--- src/rtl/alu_op_sequencer.sv ---
// alu_op_sequencer: issues one command at a time to the ALU units and returns the selected unit's result
module alu_op_sequencer #(
   parameter int WIDTH_A         = 8,
   parameter int WIDTH_B         = 8,
   parameter int OUT_WIDTH       = 16,
   parameter int WIDTH_SHIFT_OUT = 8
) (
   input  logic                       CLK,
   input  logic                       RST,
   input  logic                       CMD_VALID,
   output logic                       CMD_READY,
   input  logic [3:0]                 CMD_FUN,
   input  logic [WIDTH_A-1:0]         CMD_A,
   input  logic [WIDTH_B-1:0]         CMD_B,
   output logic [WIDTH_A-1:0]         A,
   output logic [WIDTH_B-1:0]         B,
   output logic [1:0]                 ALU_FUN,
   output logic                       Arith_Enable,
   output logic                       Logic_Enable,
   output logic                       CMP_Enable,
   output logic                       Shift_Enable,
   input  logic [OUT_WIDTH-1:0]       ARITH_OUT,
   input  logic [OUT_WIDTH-1:0]       LOGIC_OUT,
   input  logic [OUT_WIDTH-1:0]       CMP_OUT,
   input  logic [WIDTH_SHIFT_OUT-1:0] SHIFT_OUT,
   output logic [OUT_WIDTH-1:0]       RES_DATA,
   output logic                       RES_VALID,
   input  logic                       RES_READY,
   output logic                       BUSY
);
   localparam logic [1:0] IDLE = 2'd0, ISSUE = 2'd1, CAPTURE = 2'd2, RESP = 2'd3;
   logic [1:0] state, unit_sel;
   logic [OUT_WIDTH-1:0] unit_res;
   always_comb unit_res = unit_sel == 2'd0 ? ARITH_OUT :
                          unit_sel == 2'd1 ? LOGIC_OUT :
                          unit_sel == 2'd2 ? CMP_OUT : OUT_WIDTH'(SHIFT_OUT);
   always_ff @(posedge CLK or negedge RST) begin
      if (!RST) begin
         state    <= IDLE;
         unit_sel <= '0;
         A        <= '0;
         B        <= '0;
         ALU_FUN  <= '0;
         RES_DATA <= '0;
      end else begin
         if (state == IDLE && CMD_VALID) begin
            A        <= CMD_A;
            B        <= CMD_B;
            ALU_FUN  <= CMD_FUN[1:0];
            unit_sel <= CMD_FUN[3:2];
         end
         if (state == CAPTURE) RES_DATA <= unit_res;
         state <= state == IDLE    ? (CMD_VALID ? ISSUE : IDLE) :
                  state == ISSUE   ? CAPTURE :
                  state == CAPTURE ? RESP : (RES_READY ? IDLE : RESP);
      end
   end
   // ready is masked by reset so it only rises once RST is released
   assign CMD_READY    = RST && state == IDLE;
   assign BUSY         = state != IDLE;
   assign RES_VALID    = state == RESP;
   assign Arith_Enable = state == ISSUE && unit_sel == 2'd0;
   assign Logic_Enable = state == ISSUE && unit_sel == 2'd1;
   assign CMP_Enable   = state == ISSUE && unit_sel == 2'd2;
   assign Shift_Enable = state == ISSUE && unit_sel == 2'd3;
endmodule
--- config.mk ---
export PLATFORM = sky130hd
export DESIGN_NAME = alu_op_sequencer
export DESIGN_NICKNAME = d
export VERILOG_FILES = /design/src/rtl/alu_op_sequencer.sv
export SDC_FILE = /design/constraint.sdc
export NUM_CORES = 1
export LEC_CHECK = 0
export CAP_MARGIN = 10
export CORE_ASPECT_RATIO = 1.2
export CORE_UTILIZATION = 35
export DETAILED_ROUTE_END_ITERATION = 16
export GPL_TIMING_DRIVEN = 0
export MAX_ROUTING_LAYER = met4
export PLACE_DENSITY = 0.81
export SLEW_MARGIN = 5
export SYNTH_ARGS = -nofsm -noshare
export SYNTH_HDL_FRONTEND = slang
export SYNTH_SLANG_ARGS = --single-unit
--- constraint.sdc ---
create_clock -name CLK -period 2 [get_ports CLK]
set_input_delay 0.4 -clock CLK [delete_from_list [all_inputs] [get_ports CLK]]
set_output_delay 0.4 -clock CLK [all_outputs]
set_load 0.02 [all_outputs]
==> summary.md, run 1 <==
| Metric | Value |
|---|---|
| Setup Skew | roughly 0.0080 ns |
| Comb pwr share | a little under three fifths |
| Largest stage delay, worst path | between 0.4 and 0.5 ns |
| Nets | between 300 and 400 |
| Critical Path AT | between 1.5 and 2 ns |
| Clock Tree Buf Depth | 2 |
| Crit path capture type | primary output |
| Max_cap viols | 0 |
| Cells after DPL | between 300 and 400 |
| Initial antenna violation count | 0 |
| Synthesis-stage register bit count | 38 |
| Leakage Power | about 1.4 nW |
| First-pass GRT wire length | about 7.7 mm |
| CP max stage cell | dfrtp_1 |
| Io pins | 121 |
| Count of buffers from port buffering | 120 |
| Tmin final | ~1.9 ns |
| Clock group share of total power | approximately 13% |
| WL/cell | 15.16 um |
| Wirelength, routed | roughly 5 mm |
| Final clock period utilization by the worst path | 96.56% |
| Status | finished clean |
| Slew HR | 79.79% |
| Post-place instance area | approximately 3200 sq um |
| Fin util | about two thirds |
| Required @ worst endpoint | around 1.6 ns |
| Post-Syn Nets | between 200 and 250 |
| CP Launch Type | flop |
| RSZ-0062 raised after global routing | true |
| Starting Density | between 30% and 40% |
| Post-synth top area cell | dfrtp_1 |
| Switching portion of total power | a little over a third |
| Max Fclk | approximately 520 MHz |
| Initial drt markers | 61 |
| Worst Path Max Fanout | 7 |
| Drt first pass iters | 3 |
| Sequential power share | around 30% |
| CTS buffer count | 5 |
| # rows | 28 |
| Dpl hpwl | 3.880 mm |
| Critical path class | reg -> out |
| Final Setup Violations | 0 |
| Non-filler cells, final | 329 |
| Worst-case reg-to-reg path depth | 3 |
| Post CTS Setup Buffer Count | 0 |
| Hold Vio Cnt, Final | 0 |
| Worst-Margin Slew | between 0.2 and 0.3 ns |
| Largest cells by area after synthesis | dfrtp_1 (51%), mux2_2 (13%), mux4_2 (6.0%), mux2i_1 (4.3%), mux4_1 (4.2%) |
| Total congestion overflow | 0 |
| Root Driver | clkbuf_8 |
| Largest net degree at the start of global routing | 38 |
| Final Power | just under 5 mW |
| R2r setup slk | approximately 0.45 ns |
| Via density | 4.842 |
| Synth unique cells | 23 |
| Worst Path Buf+Inv | 2 |
| Post-route ant nets | 0 |
| Yosys warnings | 0 |
| Fin area | ~3300 sq um |
| Vias | around 1,600 |
| Die height | about 82 um |
| Worst VDD drop | around 0.83 mV |
| Die area | 5675 sq um |
| Crit. path cell count | 3 |
| Seq/Total Area, Yosys | about half |
| CTS tree | built |
| Number of global-route vias before repair | 1,707 |
| Worst skew pair latency | 0.29 ns |
| Global Route Usage Sum | roughly a fifth |
| Die width | 68.94 um |
| Worst-path clk slew | about 0.08 ns |
| Count of pins over their slew limit | 0 |
| Synthesized cell area | ~1900 sq um |
| DRC viols | 0 |
| Share of the synthesized area in the top cell type | a little over 50% |
| Pwr Density | around 1500 nW/um^2 |
| Final GP Congestion | roughly 0.75 |
| Final hold slack | just over 0.07 ns |
| Int Power | between 3 and 4 mW |
| Worst hold path type | in -> async |
| H-tree Lvls | 2 |
| Layout overhead on the synthesized area | 74.93% |
| Delay-heaviest family, CP | buffers and inverters |
| Synth Area per Inst | 13.35 sq um |
| Post-Syn Instances | 141 |
| Antenna cells | 0 |
| Sw Pwr | 1.749 mW |
| CTS sink cnt | 38 |
| Layout cells sized above 1 | around a quarter |
| Core Area | approximately 5000 sq um |
| Crit path cell chain | inv_1 > nor4_1 > clkdlybuf4s15_1 |
-- final cells by class --
type / instances / area, sq um
tap: 60 / 75.07
multi-input combinational: 90 / 863.3
sequential: 38 / 953.4
fill: 414 / 1753
clock buffer: 6 / 72.57
inverter: 2 / 7.507
timing repair buffer: 122 / 1221
buffer: 9 / 61.31
clock inverter: 2 / 37.54
-- cells in the mapped netlist --
master	number
mux2_1	1
and2_1	3
and3_1	1
nor4b_1	2
inv_1	2
a31oi_1	8
or2_2	8
mux4_1	3
nor4_1	1
clkbuf_1	2
buf_2	4
buf_4	4
mux2i_1	8
and4b_1	1
nand2_1	8
dfrtp_1	38
mux2_2	22
nor2b_1	2
buf_6	1
mux4_2	5
mux2_4	5
nor2_1	10
a21oi_1	2
-- layer usage --
metal  vias to the layer above  wire length, um  GRT usage [%]
li1                        761                -              -
met1                       753             1910          20.45
met2                        70             2585          33.69
met3                         9              416          4.945
met4                         0               75          7.551
met5                         -                0              -
-- state kept, by name, indices dropped and copies added, names as in the netlist --
signal,flops
RES_DATA,16
B,8
A,8
ALU_FUN,2
state,2
unit_sel,2
-- cell families after synthesis --
| kind of cell | Yosys count | share of synthesized area (%) |
|---|---|---|
| flip-flops | 38 | 50.53 |
| AND/OR/NAND/NOR | 36 | 10.04 |
| buffers and inverters | 13 | 4.056 |
| AO/OA/AOI/OAI | 10 | 3.192 |
| multiplexers | 44 | 32.18 |
-- timing repair --
| action | 4_1_cts | 5_1_grt |
|---|---|---|
| hold buffers | 1 | 0 |
| setup endpoints to repair | 6 | 5 |
| hold endpoints to repair | 2 | 0 |
| gates resized for setup | 13 | 5 |
-- through the flow --
step	worst slack, ns	setup TNS (ns)
CTS	0.01158	0
global route	-0.005044	-0.005044
detailed placement	-0.3003	-0.9482
global placement	-1.451	-19.29
floorplan	0.06411	0
finish	0.06887	0
-- cell usage in the layout, fill, tap and decap left out, drive strengths merged --
cell type,Yosys,final
a21oi,2,2
and4b,1,1
dfrtp,38,38
a31oi,8,8
mux2,28,28
clkdlybuf4s50,0,112
or2,8,8
dlygate4sd2,0,3
buf,9,11
clkbuf,2,7
dlygate4sd3,0,1
clkinvlp,0,1
nor4b,2,2
inv,2,2
nor4,1,1
mux4,8,8
nand2,8,8
nor2b,2,2
dlymetal6s2s,0,1
bufinv,0,1
and3,1,1
clkdlybuf4s15,0,2
nor2,10,10
and2,3,3
mux2i,8,8
-- power groups by stage --
| stage | Clock (mW) | Combinational (mW) | Sequential [mW] |
|---|---|---|---|
| 4_1_cts | 0.663 | 2.77 | 1.43 |
| 3_3_place_gp | 0 | 2.76 | 1.38 |
| 6_report | 0.647 | 2.74 | 1.43 |
| 2_1_floorplan | 0 | 1.20 | 1.82 |
| 3_5_place_dp | 0 | 2.81 | 1.41 |
| 5_1_grt | 0.699 | 2.94 | 1.49 |
-- final timing paths --
kind	startpoint	to
hold / removal	RST	RES_DATA[12]
setup / recovery	state[0]	Arith_Enable
setup reg to reg	unit_sel[0]	RES_DATA[7]
min in group CLK	B[4]	B[4]
max in group asynchronous	RST	RES_DATA[11]
hold reg to reg	B[4]	B[4]
No activity file was read; power rests on OpenSTA's default activity.
==> run 2, diff against run 1 <==
- CORE_UTILIZATION: 35 -> 36
- PLACE_DENSITY: 0.81 -> 0.83
==> summary.md, run 2 (synthesized netlist as in run 1, its figures left out) <==
| Metric | Value |
|---|---|
| Root Driver | clkbuf_8 |
| Final Setup Violations | 0 |
| Total congestion overflow | 0 |
| CP Launch Type | flop |
| Starting Density | between 30% and 40% |
| Pwr Density | ~1400 nW/um^2 |
| Status | finished clean |
| Slew HR | between 70 and 80% |
| Sequential power share | 30.3% |
| Count of buffers from port buffering | 120 |
| Worst Path Max Fanout | 19 |
| Final clock period utilization by the worst path | 96.35% |
| Post-route ant nets | 0 |
| Fin util | roughly two thirds |
| Post CTS Setup Buffer Count | 0 |
| Antenna cells | 0 |
| Critical Path AT | around 1.5 ns |
| Post-place instance area | approximately 3200 sq um |
| Final Power | about 4.7 mW |
| Worst-case reg-to-reg path depth | 3 |
| # rows | 28 |
| Worst-path clk slew | about 0.07 ns |
| Layout cells sized above 1 | between 20% and 30% |
| Number of global-route vias before repair | 1,693 |
| Hold Vio Cnt, Final | 0 |
| Die height | 81.20 um |
| Leakage Power | about 1.4 nW |
| Die width | a little under 70 um |
| Final GP Congestion | approximately 0.68 |
| Core Area | slightly below 5000 sq um |
| Comb pwr share | ~58% |
| Max FFs per register | 16 |
| CTS sink cnt | 38 |
| Vias | between 1,500 and 2,000 |
| Layout overhead on the synthesized area | 74.07% |
| Critical path class | reg -> out |
| Initial antenna violation count | 0 |
| Setup Skew | 0.003946 ns |
| Nets | between 300 and 400 |
| Cells after DPL | approximately 320 |
| Crit path capture type | primary output |
| Non-filler cells, final | approximately 330 |
| Largest net degree at the start of global routing | 37 |
| First-pass GRT wire length | approximately 7.6 mm |
| Int Power | ~3.0 mW |
| CTS buffer count | 5 |
| Max Fclk | between 500 and 600 MHz |
| DRC viols | 0 |
| Worst-Margin Slew | about 0.30 ns |
| Top flop regs | RES_DATA (16), A (8), B (8) |
| Worst VDD drop | between 0.7 and 0.8 mV |
| RSZ-0062 raised after global routing | false |
| Via density | between 4 and 5 |
| Die area | 5522 sq um |
| Clock group share of total power | between 10% and 20% |
| Dpl hpwl | around 3.9 mm |
| Fin area | about 3300 sq um |
| CTS tree | built |
| Required @ worst endpoint | between 1.5 and 2 ns |
| Global Route Usage Sum | between 15 and 20% |
| Clock Tree Buf Depth | 2 |
| Initial drt markers | 61 |
| Wirelength, routed | 5.019 mm |
| Sw Pwr | ~1.7 mW |
| Most common cell after layout, fill and taps aside | clkdlybuf4s50_1 |
| H-tree Lvls | 2 |
| Most frequent cells in the layout | clkdlybuf4s50_1 (112), dfrtp_1 (36), mux2_2 (22) |
| WL/cell | about 15 um |
| Largest reg by FF count | RES_DATA |
| Worst hold path type | in -> async |
| Drt first pass iters | 4 |
| Tmin final | roughly 1.9 ns |
| Switching portion of total power | 36.91% |
| Count of pins over their slew limit | 0 |
| Worst skew pair latency | roughly 0.29 ns |
| Max_cap viols | 0 |
| Io pins | 121 |
## run 2: worst paths after layout
kind | to | slack (ns) | start
worst max-delay path | CMP_Enable | 0.07 | unit_sel[0]
worst min-delay path | RES_DATA[10] | 0.07 | RST
worst max register to register | RES_DATA[7] | 0.47 | unit_sel[0]
worst min register to register | B[4] | 0.50 | B[4]
max in group asynchronous | RES_DATA[5] | 1.35 | RST
min in group CLK | B[4] | 0.50 | B[4]
## run 2: power by group through the flow
stage          combinational, mW  sequential [mW]  clock [mW]
2_1_floorplan               1.20             1.82           0
3_3_place_gp                2.76             1.39           0
3_5_place_dp                2.82             1.41           0
4_1_cts                     2.77             1.43       0.575
5_1_grt                     2.94             1.49       0.607
6_report                    2.74             1.43       0.552
## run 2: layer usage
layer / share of wire, % / vias up / track usage [%]
li1: - / 759 / -
met1: 37 / 787 / 19.82
met2: 53 / 65 / 34.12
met3: 8.3 / 6 / 6.882
met4: 1.2 / 0 / 6.250
met5: 0 / - / -
## run 2: final cells by class
type                       count  area, sq um
timing repair buffer         122         1222
clock buffer                   6        82.58
buffer                         9        65.06
tap                           60        75.07
clock inverter                 2        12.51
fill                         412         1699
sequential                    38        953.4
inverter                       2        7.507
multi-input combinational     90        857.1
## run 2: worst max-delay path: stages (launching register included)
cell and delay (ns):
dfrtp_2 0.45, buf_8 0.17, nor4b_1 0.29, clkdlybuf4s15_2 0.32
## run 2: metrics by stage
| step | worst slack (ns) | hold slack [ns] | TNS (ns) |
|---|---|---|---|
| 2_1_floorplan | 0.06411 | 0.1044 | 0 |
| 3_3_place_gp | -1.466 | 0.4705 | -20.30 |
| 3_5_place_dp | -0.3873 | 0.2239 | -1.111 |
| 4_1_cts | 0.008063 | 0.07988 | 0 |
| 5_1_grt | 0.008155 | 0.08571 | 0 |
| 6_report | 0.07304 | 0.07048 | 0 |
## run 2: what timing repair did
action                                 in CTS  in global routing
gates resized for setup                    15                  5
endpoints found under the hold margin       3                  0
setup endpoints to repair                   6                  6
hold buffers                                1                  0
